[src/rtl/genius_pkg.sv]
// genius_pkg: shared definitions for the parametrised memory game.
//   estado_t  : 4-bit state codes, also exported on db_estado
//   LFSR_TAPS : feedback mask for the 16-bit right-shifting Fibonacci LFSR
//   onehot()  : button index -> LED/button one-hot pattern
package genius_pkg;

    typedef enum logic [3:0] {
        INICIAL     = 4'h0,
        PREPARA     = 4'h1,
        GERA        = 4'h2,
        MOSTRA      = 4'h3,
        INTERVALO   = 4'h4,
        ESPERA      = 4'h5,
        COMPARA     = 4'h6,
        PROXIMA     = 4'h7,
        FIM_GANHOU  = 4'hA,
        FIM_TIMEOUT = 4'hD,
        FIM_PERDEU  = 4'hE
    } estado_t;

    // Taps 16,14,13,11 expressed as stage positions 0,2,3,5 of a register
    // that shifts right and feeds the new bit into position 15.
    localparam logic [15:0] LFSR_TAPS = 16'h002D;

    // Bits above num_botoes are masked so callers can truncate freely.
    function automatic logic [15:0] onehot(input logic [3:0] idx, input int num_botoes);
        logic [15:0] mask;
        mask = (num_botoes >= 16) ? 16'hFFFF : ((16'd1 << num_botoes) - 16'd1);
        return (16'd1 << idx) & mask;
    endfunction

endpackage

[src/rtl/genius_param_if.sv]
// genius_param_if: game I/O bundle.
//   slave  (game core): in  jogar, botoes
//                       out leds, pronto, ganhou, perdeu, db_timeout,
//                           db_estado, db_rodada, db_jogada
//   master (board/bench): the mirror image
interface genius_param_if #(
    parameter int NUM_BOTOES  = 4,
    parameter int MAX_RODADAS = 16
);
    localparam int RW = $clog2(MAX_RODADAS);

    logic                  jogar;
    logic [NUM_BOTOES-1:0] botoes;
    logic [NUM_BOTOES-1:0] leds;
    logic                  pronto;
    logic                  ganhou;
    logic                  perdeu;
    logic                  db_timeout;
    logic [3:0]            db_estado;
    logic [RW-1:0]         db_rodada;
    logic [NUM_BOTOES-1:0] db_jogada;

    modport slave (
        input  jogar, botoes,
        output leds, pronto, ganhou, perdeu, db_timeout,
               db_estado, db_rodada, db_jogada
    );

    modport master (
        output jogar, botoes,
        input  leds, pronto, ganhou, perdeu, db_timeout,
               db_estado, db_rodada, db_jogada
    );
endinterface

[src/rtl/genius_lfsr.sv]
// genius_lfsr: 16-bit Fibonacci LFSR (taps 16,14,13,11).
//   clock : system clock
//   load  : synchronous reload of SEMENTE (driven from the game reset)
//   en    : advance one step
//   item  : low ITEM_W bits of the current state (value before the advance)
module genius_lfsr
    import genius_pkg::*;
#(
    parameter logic [15:0] SEMENTE = 16'hACE1,
    parameter int          ITEM_W  = 2
) (
    input  logic              clock,
    input  logic              load,
    input  logic              en,
    output logic [ITEM_W-1:0] item
);
    logic [15:0] st;

    always_ff @(posedge clock) begin
        if (load)
            st <= SEMENTE;
        else if (en)
            st <= {^(st & LFSR_TAPS), st[15:1]};
    end

    assign item = st[ITEM_W-1:0];
endmodule

[src/rtl/genius_param.sv]
// genius_param: parametrised memory game core.
//   clock, reset (synchronous, active-low)
//   bus (genius_param_if.slave): jogar/botoes in; leds, result flags and
//   debug state/round/last-press out.
// Each round appends one LFSR item to the sequence, replays the whole
// sequence on the LEDs, then checks the player's presses one by one.
// Optional feature macro GENIUS_TIMEOUT_EN: per-press timeout. Without it
// ESPERA waits forever and db_timeout is tied low.
module genius_param
    import genius_pkg::*;
#(
    parameter int          NUM_BOTOES     = 4,
    parameter int          MAX_RODADAS    = 16,
    parameter int          SHOW_CICLOS    = 1000,
    parameter int          GAP_CICLOS     = 500,
    parameter int          TIMEOUT_CICLOS = 5000,
    parameter logic [15:0] SEMENTE        = 16'hACE1
) (
    input  logic           clock,
    input  logic           reset,
    genius_param_if.slave  bus
);
    localparam int IW   = $clog2(NUM_BOTOES);
    localparam int RW   = $clog2(MAX_RODADAS);
    localparam int CMAX = (SHOW_CICLOS > GAP_CICLOS) ? SHOW_CICLOS : GAP_CICLOS;
    localparam int CW   = $clog2(CMAX + 1);

    if (NUM_BOTOES < 2 || NUM_BOTOES > 16 || (NUM_BOTOES & (NUM_BOTOES - 1)) != 0 ||
        MAX_RODADAS < 2 || MAX_RODADAS > 64 || SHOW_CICLOS < 1 || GAP_CICLOS < 1 ||
        TIMEOUT_CICLOS < 2 || SEMENTE == 16'h0) begin : g_bad_param
        $error("genius_param: parameter out of range");
    end

    estado_t               estado, estado_n;
    logic [RW-1:0]         rodada, rodada_n;
    logic [RW-1:0]         idx, idx_n;
    logic [CW-1:0]         cnt, cnt_n;
    logic [NUM_BOTOES-1:0] jogada, jogada_n;
    logic [NUM_BOTOES-1:0] botoes_ant;
    logic [IW-1:0]         mem [MAX_RODADAS];
    logic [IW-1:0]         item;
    logic [NUM_BOTOES-1:0] esperado;
    logic                  press;
    logic                  idx_fim;

`ifdef GENIUS_TIMEOUT_EN
    localparam int TW = $clog2(TIMEOUT_CICLOS);
    logic [TW-1:0] timer, timer_n;
`endif

    genius_lfsr #(.SEMENTE(SEMENTE), .ITEM_W(IW)) u_lfsr (
        .clock (clock),
        .load  (~reset),
        .en    (estado == GERA),
        .item  (item)
    );

    // Rising edge of "any button": holding or adding buttons is not a new press.
    assign press    = (bus.botoes != '0) && (botoes_ant == '0);
    assign idx_fim  = (idx == rodada);
    assign esperado = NUM_BOTOES'(onehot(4'(mem[idx]), NUM_BOTOES));

    always_comb begin
        estado_n = estado;
        rodada_n = rodada;
        idx_n    = idx;
        cnt_n    = cnt;
        jogada_n = jogada;
`ifdef GENIUS_TIMEOUT_EN
        timer_n  = timer;
`endif
        case (estado)
            INICIAL: if (bus.jogar) estado_n = PREPARA;
            PREPARA: begin
                rodada_n = '0;
                idx_n    = '0;
                jogada_n = '0;
                estado_n = GERA;
            end
            GERA: begin
                idx_n    = '0;
                cnt_n    = '0;
                estado_n = MOSTRA;
            end
            MOSTRA: begin
                if (cnt == CW'(SHOW_CICLOS - 1)) begin
                    cnt_n    = '0;
                    estado_n = INTERVALO;
                end else begin
                    cnt_n = cnt + 1'b1;
                end
            end
            INTERVALO: begin
                if (cnt == CW'(GAP_CICLOS - 1)) begin
                    cnt_n = '0;
                    if (idx_fim) begin
                        idx_n    = '0;
`ifdef GENIUS_TIMEOUT_EN
                        timer_n  = '0;
`endif
                        estado_n = ESPERA;
                    end else begin
                        idx_n    = idx + 1'b1;
                        estado_n = MOSTRA;
                    end
                end else begin
                    cnt_n = cnt + 1'b1;
                end
            end
            ESPERA: begin
`ifdef GENIUS_TIMEOUT_EN
                timer_n = timer + 1'b1;
`endif
                // A press on the timeout cycle still counts as a press.
                if (press) begin
                    jogada_n = bus.botoes;
                    estado_n = COMPARA;
                end
`ifdef GENIUS_TIMEOUT_EN
                else if (timer == TW'(TIMEOUT_CICLOS - 1)) begin
                    estado_n = FIM_TIMEOUT;
                end
`endif
            end
            COMPARA: begin
                if (jogada != esperado) begin
                    estado_n = FIM_PERDEU;
                end else if (!idx_fim) begin
                    idx_n    = idx + 1'b1;
`ifdef GENIUS_TIMEOUT_EN
                    timer_n  = '0;
`endif
                    estado_n = ESPERA;
                end else if (rodada == RW'(MAX_RODADAS - 1)) begin
                    estado_n = FIM_GANHOU;
                end else begin
                    estado_n = PROXIMA;
                end
            end
            PROXIMA: begin
                rodada_n = rodada + 1'b1;
                estado_n = GERA;
            end
            FIM_GANHOU, FIM_PERDEU, FIM_TIMEOUT: if (bus.jogar) estado_n = PREPARA;
            default: estado_n = INICIAL;
        endcase
    end

    always_ff @(posedge clock) begin
        if (!reset) begin
            estado     <= INICIAL;
            rodada     <= '0;
            idx        <= '0;
            cnt        <= '0;
            jogada     <= '0;
            botoes_ant <= '0;
`ifdef GENIUS_TIMEOUT_EN
            timer      <= '0;
`endif
        end else begin
            estado     <= estado_n;
            rodada     <= rodada_n;
            idx        <= idx_n;
            cnt        <= cnt_n;
            jogada     <= jogada_n;
            botoes_ant <= bus.botoes;
`ifdef GENIUS_TIMEOUT_EN
            timer      <= timer_n;
`endif
        end
    end

    // Sequence memory has no reset: entry r is always written in GERA of
    // round r before any replay or compare reads it.
    always_ff @(posedge clock) begin
        if (reset && estado == GERA)
            mem[rodada] <= item;
    end

    assign bus.leds      = (estado == MOSTRA) ? esperado :
                           (estado == ESPERA) ? bus.botoes : '0;
    assign bus.pronto    = estado inside {FIM_GANHOU, FIM_PERDEU, FIM_TIMEOUT};
    assign bus.ganhou    = (estado == FIM_GANHOU);
    assign bus.perdeu    = (estado == FIM_PERDEU) || (estado == FIM_TIMEOUT);
`ifdef GENIUS_TIMEOUT_EN
    assign bus.db_timeout = (estado == FIM_TIMEOUT);
`else
    assign bus.db_timeout = 1'b0;
`endif
    assign bus.db_estado = estado;
    assign bus.db_rodada = rodada;
    assign bus.db_jogada = jogada;
endmodule

[src/flat_wrapper.sv]
// flat-port wrapper written by rule: the top's interface ports become plain ports
module genius_param_flat import genius_pkg::*;
#(
    parameter int          NUM_BOTOES     = 4,
    parameter int          MAX_RODADAS    = 16,
    parameter int          SHOW_CICLOS    = 1000,
    parameter int          GAP_CICLOS     = 500,
    parameter int          TIMEOUT_CICLOS = 5000,
    parameter logic [15:0] SEMENTE        = 16'hACE1
)
  (clock, reset, bus_jogar, bus_botoes, bus_leds, bus_pronto, bus_ganhou, bus_perdeu, bus_db_timeout, bus_db_estado, bus_db_rodada, bus_db_jogada);
  genius_param_if #(.NUM_BOTOES(NUM_BOTOES), .MAX_RODADAS(MAX_RODADAS)) bus_i ();
  input  logic clock;
  input  logic reset;
  input wire logic [$bits(bus_i.jogar)-1:0] bus_jogar;
  input wire logic [$bits(bus_i.botoes)-1:0] bus_botoes;
  output wire logic [$bits(bus_i.leds)-1:0] bus_leds;
  output wire logic [$bits(bus_i.pronto)-1:0] bus_pronto;
  output wire logic [$bits(bus_i.ganhou)-1:0] bus_ganhou;
  output wire logic [$bits(bus_i.perdeu)-1:0] bus_perdeu;
  output wire logic [$bits(bus_i.db_timeout)-1:0] bus_db_timeout;
  output wire logic [$bits(bus_i.db_estado)-1:0] bus_db_estado;
  output wire logic [$bits(bus_i.db_rodada)-1:0] bus_db_rodada;
  output wire logic [$bits(bus_i.db_jogada)-1:0] bus_db_jogada;
  assign bus_i.jogar = bus_jogar;
  assign bus_i.botoes = bus_botoes;
  assign bus_leds = bus_i.leds;
  assign bus_pronto = bus_i.pronto;
  assign bus_ganhou = bus_i.ganhou;
  assign bus_perdeu = bus_i.perdeu;
  assign bus_db_timeout = bus_i.db_timeout;
  assign bus_db_estado = bus_i.db_estado;
  assign bus_db_rodada = bus_i.db_rodada;
  assign bus_db_jogada = bus_i.db_jogada;
  genius_param #(.NUM_BOTOES(NUM_BOTOES), .MAX_RODADAS(MAX_RODADAS), .SHOW_CICLOS(SHOW_CICLOS), .GAP_CICLOS(GAP_CICLOS), .TIMEOUT_CICLOS(TIMEOUT_CICLOS), .SEMENTE(SEMENTE)) u_core (.clock(clock), .reset(reset), .bus(bus_i));
endmodule
[config.mk]
export PLATFORM = sky130hd
export DESIGN_NAME = genius_param_flat
export DESIGN_NICKNAME = d
export VERILOG_FILES = /design/src/rtl/genius_pkg.sv /design/src/rtl/genius_param_if.sv /design/src/rtl/genius_lfsr.sv /design/src/rtl/genius_param.sv /design/src/flat_wrapper.sv
export SDC_FILE = /design/constraint.sdc
export NUM_CORES = 1
export LEC_CHECK = 0
export ABC_AREA = 1
export BUFFER_PORTS_ARGS = -buffer_cell sky130_fd_sc_hd__buf_2
export CAP_MARGIN = 5
export CORE_AREA = 2 2 95 97
export DETAILED_ROUTE_END_ITERATION = 7
export DIE_AREA = 0 0 97 99
export GPL_ROUTABILITY_DRIVEN = 0
export SLEW_MARGIN = 20
export SYNTH_ARGS = -nofsm -noshare
export SYNTH_HDL_FRONTEND = slang
export SYNTH_SLANG_ARGS = --single-unit
[constraint.sdc]
create_clock -name clock -period 2.2 [get_ports clock]
set_clock_uncertainty 0.15 [all_clocks]
set_input_delay 0.22 -clock clock [delete_from_list [all_inputs] [get_ports clock]]
set_output_delay 0.22 -clock clock [all_outputs]
set_load 0.02 [all_outputs]
==> results of run 1 <==
[what timing repair did]
action,CTS,global route
hold endpoints to repair,4,0
resized for setup,7,54
hold buffers,4,0
setup buffers,0,3
gates cloned,0,4
pin swaps,0,13
setup endpoints to repair,4,21
[routing by layer]
layer,part of all wire [%],vias to the layer above
met3,2.9,20
met5,0,-
met1,43,1572
met4,2.5,0
li1,-,1714
met2,51,71
[final cells by class]
class / instances / share of cell area [%]
Clock buffer: 13 / 3.74
Clock inverter: 3 / 0.390
Inverter: 73 / 6.06
Multi-Input combinational cell: 328 / 37.4
Sequential cell: 82 / 40.8
Tap cell: 108 / 2.81
Timing Repair Buffer: 52 / 8.53
Timing Repair inverter: 1 / 0.182
[kinds of logic after synthesis]
group,count (synthesis),share of synthesized area [%]
AOI/OAI and AO/OA,69,10.8
xor gates and xnor gates,10,2.23
adders and majority gates,6,1.91
buffers and inverters,86,8.98
DFF,82,49.9
other,1,0.0954
and+or+nand+nor,242,26.0
[how the worst max path moves through the flow]
stage | slack (ps) | startpoint | endpoint
finish | -60 | flip-flop | bus_leds[2]
global route | -160 | flip-flop | flip-flop
CTS | 4 | u_core.bus.db_estado[3] | bus_leds[1]
detailed placement | 70 | flip-flop | flip-flop
global placement | 100 | flip-flop | flip-flop
floorplan | 110 | u_core.bus.db_estado[1] | u_core.mem[12][0]
[cells in the mapped netlist]
cell type and instances:
nand2_4 1, o2bb2ai_1 4, dfxtp_1 50, nor2_1 58, nand2_1 122, or2_2 1
conb_1 1, xnor2_1 3, nand4_1 3, ha_1 6, a221oi_1 1, o21ai_0 18
nor2_4 2, buf_6 3, o21ai_1 2, buf_4 1, nand2_2 5, nand3_1 42
o211ai_1 3, nor4_1 2, o21bai_1 2, o31ai_1 2, a22o_1 2, inv_1 67
clkbuf_1 8, inv_2 4, nand3_2 1, xor2_1 7, o22ai_1 1, clkinv_1 1
inv_4 1, edfxtp_1 32, a21oi_1 25, o41ai_2 1, a2111oi_0 2, o41ai_1 1
a211oi_1 5, buf_2 1, nor3_1 5
[registers in the layout (all words and copies together) (netlist names), named ones only]
register	flops
u_core.botoes_ant	4
u_core.u_lfsr.st	16
u_core.bus.db_jogada	4
u_core.bus.db_rodada	4
u_core.bus.db_estado	4
u_core.mem	32
u_core.idx	4
u_core.cnt	10
[cells in the final DEF, fill, tap and decap left out, types with 5 or more instances in the layout]
cell type,count
nand2_1,108
inv_1,67
nor2_1,55
dfxtp_1,49
edfxtp_1,32
nand3_1,30
a21oi_1,22
buf_2,21
buf_4,20
o21ai_0,16
nand2_2,13
nand3_2,13
clkbuf_8,11
nand2_4,7
xor2_1,7
ha_1,6
a211oi_1,5
[critical path, cell delays in order (launching register included)]
cell       delay (ps)
dfxtp_4           410
buf_12            150
inv_6              50
nand2_1            80
nand3_1           100
nand3_1           120
nand3_2           100
nand2_4           140
nand2_4            70
o2bb2ai_2         180
buf_6             140
[through the flow]
stage / setup slack (ps) / cell area (um^2) / hold slack [ps] / power [mW] / util, %
2_1_floorplan: 112 / 3930 / 163 / 2.82 / -
3_3_place_gp: 96.5 / 4250 / 288 / 3.18 / 49.8
3_5_place_dp: 73.0 / 4250 / 293 / 3.19 / 49.8
4_1_cts: 3.82 / 4520 / 156 / 4.30 / 52.8
5_1_grt: -156 / 4810 / 167 / 4.72 / 56.3
6_report: -60.6 / 4810 / 172 / 4.44 / 56.3
[power breakdown]
| group | internal, mW | total [mW] | switching, mW |
|---|---|---|---|
| logic | 0.503 | 1.42 | 0.913 |
| registers | 1.80 | 1.94 | 0.142 |
| clock network | 0.542 | 1.08 | 0.539 |
==> summary.txt, run 1 <==
Run status
  – Status: complete, but fails checks
  – Failing checks: setup timing

Floorplan
  – Die span in x: 97 um
  – Num rows: 34
  – Die boundary height: 99 um
  – Full die area: 9600 um^2
  – Starting density of the core: 46.0%
  – Core region area: 8550 um^2
  – IO Pins: 27

Worst setup path
  – Data required time of the worst path: 1830 ps
  – Worst setup EP type: output port
  – Crit start category: flip-flop
  – Worst r2r path cells: 18
  – CP arrival: 1890 ps
  – Reg2reg setup slack: -20 ps
  – R2r endpoint: u_core.bus.db_estado[2]
  – Crit path kind: flip-flop to output port
  – Worst Path Max Fanout: 7

Global routing
  – First-pass GRT wire length: 14.9 mm
  – Busiest metal layer after global routing: met2
  – Grt ovf: 0
  – Largest net degree at the start of global routing: 26
  – Vias in the first global route: 3146
  – Grt met2 use: 35.0%
  – GRT Overall Usage: 19.4%
  – Met3 Use GR: 3.83%
  – Initial antenna violation count: 0
  – Met1 Usage GRT: 22.8%

Timing
  – Unrepaired setup endpoints after global routing: yes
  – Fmax: 442 MHz
  – Final worst slack: -60.6 ps
  – Setup TNS: -214 ps
  – Fin crit share: 103%
  – Min Tclk post-route: 2260 ps
  – Max_slew headroom: 53.5%
  – Actual slew at the worst max-slew pin: 680 ps
  – Hold Fails Final Rpt: 0
  – Slew Viols, Final: 0
  – Setup Viol. Count Final: 7

Min path
  – WHS Endpoint: u_core.u_lfsr.st[6]
  – Min-delay src: reset
  – Hold path depth: 3
  – Hold Path Class: input pin to flip-flop

Clock network
  – CTS tree: done
  – Clock Path Buffers: 2
  – Clk sinks: 82
  – Clk slew on worst S/H paths: 80 ps
  – Root Buffer: clkbuf_8
  – CTS Buf Count: 9
  – Worst-skew pair later-pin latency: 350 ps
  – H-Tree Depth: 3

Detailed routing
  – Via count: 3377
  – Final ANT Viol Nets: 0
  – Drt total wl: 9.59 mm
  – DRC viols: 0
  – Vias per std cell: 5.12
  – DR iter-0 viols: 127
  – Drt wl/cell: 14.5 um
  – DR pass1 iterations: 6

Synthesis
  – Post-Syn Area per Cell: 7.92 um^2
  – Sequential-to-total area share from yosys stat: 49.9%
  – Netlist cell types: 39
  – Flops & latches, synth: 82
  – Top cells by area, synth: dfxtp_1, edfxtp_1, nand2_1, inv_1, nor2_1
  – Yosys top cell area share: 25.5%
  – Syn Nets: 509
  – Leading area contributor after synthesis: dfxtp_1
  – Yosys warning total: 0
  – Post-Synthesis Cells: 496
  – Synth Cell Area: 3930 um^2

Placed design
  – Dpl cells: 633
  – Number of I/O port buffers: 25
  – Post-DP HPWL: 6.49 mm

Layout
  – N_diodes: 0
  – Layout cell share with drive strength beyond 1: 21.6%
  – FF/Latch Area: 1970 um^2
  – Layout Nets: 560
  – Final non-filler cell total: 660
  – Filler cells: 803
  – Layout area overhead: 22.4%
  – Multi-input gate area: 1800 um^2

Power and ir drop
  – Leak: 2.06 nW
  – VDD IR max: 0.462 mV
  – PD cells: 922 nW/um^2

Job
  – Max cap viols: 0
Power figures use the tool's default switching activity.
==> run 2, diff against run 1 <==
CTS_BUF_LIST = sky130_fd_sc_hd__clkbuf_8   (was not set)
SETUP_SLACK_MARGIN = 0.5   (was not set)
==> run 2 against run 1 <==
The run now ends clean; maximum frequency is 6.0% higher; die area unchanged; core utilization increased by 6.5 points; global-route usage is 0.93 points higher; critical path depth down 1; wire length is 3.7% higher; final cell count grew 1.8%; sequential share of layout area shrank 3.8 points.
==> summary.txt, run 2 (synthesis gave the netlist of run 1 again) <==
Worst setup path
  – CP arrival: 1760 ps
  – Crit start category: flip-flop
  – Crit path kind: flip-flop to output port
  – Data required time of the worst path: 1830 ps
  – Worst Path Max Fanout: 6
  – Worst setup EP type: output port
  – Reg2reg setup slack: 80 ps
  – Worst r2r path cells: 14

Floorplan
  – Full die area: 9600 um^2
  – Starting density of the core: 46.0%
  – Die boundary height: 99 um
  – IO Pins: 27
  – Core region area: 8550 um^2
  – Die span in x: 97 um
  – Num rows: 34

Detailed routing
  – Vias per std cell: 5.17
  – Via count: 3473
  – DR iter-0 viols: 161
  – Final ANT Viol Nets: 0
  – Drt wl/cell: 14.8 um
  – DRC viols: 0
  – DR pass1 iterations: 4
  – Drt total wl: 9.94 mm

Timing
  – Max_slew headroom: 54.8%
  – Setup Viol. Count Final: 0
  – Hold Fails Final Rpt: 0
  – Min Tclk post-route: 2130 ps
  – Fmax: 469 MHz
  – Setup TNS: 0 ps
  – Slew Viols, Final: 0
  – Fin crit share: 97.0%
  – Unrepaired setup endpoints after global routing: yes
  – Actual slew at the worst max-slew pin: 677 ps

Clock network
  – CTS Buf Count: 9
  – Clk sinks: 82
  – Root Buffer: clkbuf_8
  – Clock Path Buffers: 2
  – Worst-skew pair later-pin latency: 350 ps
  – H-Tree Depth: 3
  – CTS tree: done
  – Clk slew on worst S/H paths: 100 ps

Power and ir drop
  – Tot Pwr: 4.74 mW
  – VDD IR max: 0.510 mV
  – Leak: 2.25 nW
  – PD cells: 883 nW/um^2

Global routing
  – Grt ovf: 0
  – Largest net degree at the start of global routing: 26
  – First-pass GRT wire length: 16.1 mm
  – GRT Overall Usage: 20.4%
  – Initial antenna violation count: 0
  – Vias in the first global route: 3484

Layout
  – Most frequent cells in the layout: nand2_1, inv_1, dfxtp_1, edfxtp_1, nor2_1
  – Top Registers: u_core.mem: 32 flops, u_core.u_lfsr.st: 16 flops, u_core.cnt: 10 flops
  – Multi-input gate area: 2240 um^2
  – Filler cells: 742
  – Layout area overhead: 36.6%
  – FF/Latch Area: 1990 um^2
  – Reg with most FFs: u_core.mem
  – Post-layout util: 62.8%
  – Layout cell share with drive strength beyond 1: 37.1%
  – Layout Nets: 572
  – Commonest non-fill, non-tap cell in the layout: nand2_1
  – N_diodes: 0
  – Number of flip-flops in the largest register: 32

Min path
  – WHS Endpoint: u_core.bus.db_jogada[1]
  – Min-delay src: bus_botoes[1]
  – Hold Path Class: input pin to flip-flop
  – Hold path depth: 3

Run status
  – Status: complete, no violations

Job
  – Max cap viols: 0

Placed design
  – Number of I/O port buffers: 25
  – Post-DP HPWL: 6.35 mm
==> run 2: how the worst max path moves through the flow <==
| stage | slack, ps | to | start |
|---|---|---|---|
| floorplan | 270 | flip-flop | flip-flop |
| global placement | 110 | flip-flop | flip-flop |
| detailed placement | 30 | flip-flop | flip-flop |
| CTS | 40 | bus_leds[1] | flip-flop |
| global route | -50 | u_core.bus.db_estado[2] | flip-flop |
| finish | 70 | bus_leds[3] | flip-flop |
==> run 2: per-layer routing <==
| metal | vias to the layer above | routed length, um | global-route usage (%) |
|---|---|---|---|
| li1 | 1745 | - | - |
| met1 | 1663 | 4620 | 26.5 |
| met2 | 58 | 4900 | 34.3 |
| met3 | 7 | 332 | 3.48 |
| met4 | 0 | 78 | 7.58 |
| met5 | - | 0 | 0 |
==> run 2: where the power goes <==
group	internal (mW)	switching, mW
clock	0.421	0.588
combinational	0.664	1.10
sequential	1.81	0.161
total	2.89	1.85
==> run 2: layout make-up <==
cell class / count / share of cell area [%]
timing repair buffer: 64 / 9.83
tap: 108 / 2.52
multi-input combinational: 329 / 41.8
sequential: 82 / 37.1
clock inverter: 7 / 0.979
inverter: 73 / 5.48
clock buffer: 9 / 2.31
==> run 2: timing repair <==
item / 4_1_cts / 5_1_grt
gates cloned: 1 / 1
hold buffers: 4 / 0
endpoints found under the hold margin: 4 / 0
gates resized for setup: 58 / 101
pin swaps: 20 / 38
setup endpoints to repair: 64 / 68
buffers inserted: 15 / 8
==> run 2: per-stage QoR <==
stage | instances | area (um^2) | hold WS, ps | worst slack, ps
after floorplan | 496 | 4080 | 163 | 271
after global placement | 627 | 4350 | 289 | 110
after detailed placement | 627 | 4350 | 294 | 29.9
after CTS | 663 | 4890 | 27.7 | 38.5
after global routing | 672 | 5370 | 94.2 | -50.1
final | 672 | 5370 | 70.1 | 66.5
==> run 2: worst max-delay path, cell delays in order, from the launching register on <==
cell,delay (ps)
dfxtp_4,390
clkbuf_16,160
o21ai_2,130
nand2_1,80
nand3_2,60
nand3_2,90
nand2_4,130
nand2_4,90
o2bb2ai_4,140
buf_6,130
==> run 3, diff against run 2 <==
CORE_AREA = 2 2 97 99   (was 2 2 95 97)
DIE_AREA = 0 0 99 101   (was 0 0 97 99)
SYNTH_HIERARCHICAL = 1   (was not set)
==> run 3 against run 2 <==
Highest routed layer unchanged; clock power grew 42%; combinational power fell by 4%; critical endpoint is now bus_leds[1]; final area increased by 0.65%; largest cell class unchanged; sequential power barely moved.
==> summary.txt, run 3 <==
Detailed routing
  – DR iter-0 viols: 194
  – DR pass1 iterations: 4
  – DRC viols: 0
  – Via count: 3475
  – Vias per std cell: 5.03
  – Drt total wl: 9.67 mm
  – Drt wl/cell: 14.0 um
  – Final ANT Viol Nets: 0

Layout
  – Post-layout util: 60.2%
  – Layout area overhead: 31.6%
  – N_diodes: 0
  – Top Registers: u_core/mem: 32 flops, u_core/u_lfsr/st: 16 flops, u_core/cnt: 10 flops
  – Post-route design area: 5410 um^2
  – Number of flip-flops in the largest register: 32
  – Layout cell share with drive strength beyond 1: 35.5%
  – Commonest non-fill, non-tap cell in the layout: nand2_1
  – Reg with most FFs: u_core/mem
  – Most frequent cells in the layout: nand2_1, inv_1, dfxtp_1, nand3_1, edfxtp_1
  – Layout Nets: 588
  – Final non-filler cell total: 691

Synthesis
  – Main flop type after synthesis: dfxtp_1
  – Flops & latches, synth: 82
  – Top-count cell post-synth: nand2_1
  – Post-Synthesis Cells: 520
  – Leading area contributor after synthesis: dfxtp_1
  – Yosys warning total: 6
  – Syn Nets: 533
  – Sequential-to-total area share from yosys stat: 47.8%
  – Top cells by area, synth: dfxtp_1, edfxtp_1, nand2_1, inv_1, nand3_1
  – Post-synth EDFFs: 32
  – Synth Cell Area: 4110 um^2
  – Top cells by count, synth: nand2_1, inv_1, dfxtp_1
  – Post-Syn Area per Cell: 7.90 um^2
  – Netlist cell types: 41
  – Synth async-reset ratio: 0%
  – Yosys top cell area share: 24.4%

Worst setup path
  – Crit path kind: flip-flop to output port
  – Worst Path Max Fanout: 7
  – Data required time of the worst path: 1830 ps
  – CP arrival: 1790 ps
  – Worst setup EP type: output port
  – Crit start category: flip-flop

Clock network
  – Worst-skew pair later-pin latency: 350 ps
  – Root Buffer: clkbuf_8
  – Clk sinks: 82
  – CTS tree: done
  – Clock Path Buffers: 2
  – CTS Buf Count: 9
  – H-Tree Depth: 3
  – Clk slew on worst S/H paths: 90 ps

Floorplan
  – Core region area: 8980 um^2
  – Die span in x: 99 um
  – Num rows: 35
  – Starting density of the core: 45.7%
  – IO Pins: 27
  – Die boundary height: 101 um
  – Full die area: 10000 um^2

Job
  – Max cap viols: 0

Power and ir drop
  – Tot Pwr: 5.08 mW
  – VDD IR max: 0.431 mV
  – PD cells: 940 nW/um^2
  – Leak: 2.28 nW

Global routing
  – GRT Overall Usage: 19.7%
  – Largest net degree at the start of global routing: 25
  – Initial antenna violation count: 0
  – Vias in the first global route: 3405
  – Grt ovf: 0
  – First-pass GRT wire length: 15.8 mm

Timing
  – Unrepaired setup endpoints after global routing: yes
  – Max_slew headroom: 58.8%
  – Final worst slack: 38.1 ps
  – Hold Fails Final Rpt: 0
  – Slew Viols, Final: 0
  – Actual slew at the worst max-slew pin: 617 ps
  – Fmax: 463 MHz
  – Min Tclk post-route: 2160 ps
  – Setup Viol. Count Final: 0
  – Fin crit share: 98.3%

Min path
  – Hold Path Class: input pin to flip-flop

Placed design
  – Dpl ws: 68.9 ps
  – Number of I/O port buffers: 25
  – Dpl cells: 652
  – Post-DP HPWL: 6.38 mm
  – Placed Area: 4390 um^2

Run status
  – Status: complete, no violations
==> run 3: cell count changes in the layout (fill, tap and decap cells not counted), sizes merged, moves of 3 or more <==
| cell | previous run | this run |
|---|---|---|
| buf | 59 | 53 |
| nor4 | 2 | 5 |
| o21ai | 20 | 25 |
| xor2 | 7 | 3 |
| nand2 | 128 | 144 |
| inv | 77 | 82 |
| nand3 | 43 | 51 |
| a21oi | 25 | 30 |
| bufinv | 0 | 4 |
| nor2 | 61 | 48 |
==> run 3: where the power goes <==
group,internal [mW],leakage (nW),switching (mW)
sequential,1.80,0.695,0.157
combinational,0.621,1.45,1.07
clock,0.874,0.136,0.558
==> run 3: repair_timing <==
action / 4_1_cts / 5_1_grt
cloned: 1 / 1
setup endpoints to repair: 77 / 76
pin swaps: 17 / 27
hold buffers: 4 / 0
buffers inserted: 8 / 9
gates resized for setup: 97 / 60
hold endpoints to repair: 4 / 0
==> run 3: path summary, 6_finish.rpt <==
path | to | depth (start not counted) | startpoint | slack [ps]
setup / recovery | bus_leds[1] | 10 | flip-flop | 40
hold / removal | u_core/bus.db_jogada[1] | 3 | bus_botoes[1] | 80
setup reg to reg | flip-flop | 16 | flip-flop | 50
hold reg to reg | u_core/u_lfsr/st[13] | 2 | u_core/u_lfsr/st[13] | 310
==> run 3: logic make-up after synthesis <==
kind of cell | Yosys count | share of synthesized area (%)
adders and majority gates | 6 | 1.83
DFF | 82 | 47.8
xor gates and xnor gates | 4 | 0.853
buffers and inverters | 95 | 10.2
AOI/OAI and AO/OA | 73 | 10.6
other | 1 | 0.0913
and+or+nand+nor | 259 | 28.6
==> run 3: worst max-delay path, cell delays in order (launching register included) <==
cell       delay (ps)
dfxtp_4           450
clkbuf_16         170
nand2_1            60
nand3_2            80
nand3_2            70
nand3_2           100
nand2_4            90
inv_4              90
nand2_4            60
o2bb2ai_4         130
buf_6             140
==> run 3: per-stage QoR <==
step	hold slack (ps)	TNS, ps
global placement	291	0
global route	76.0	-800
detailed placement	302	0
CTS	40.0	0
floorplan	163	0
finish	81.0	0
==> run 3: area by class of cell <==
type | count | area (um^2)
Timing Repair Buffer | 58 | 490
Timing Repair inverter | 1 | 7.51
Inverter | 80 | 327
Sequential cell | 82 | 1990
Clock buffer | 9 | 124
Tap cell | 111 | 139
Clock inverter | 7 | 141
Multi-Input combinational cell | 343 | 2190
Fill cell | 753 | 3570
==> run 3: routing by layer <==
metal | track usage (%) | up-vias | routed length [um]
met3 | 3.81 | 8 | 271
met2 | 32.8 | 43 | 4660
met1 | 25.4 | 1625 | 4630
met5 | 0 | - | 0
met4 | 7.38 | 0 | 105
li1 | - | 1799 | -
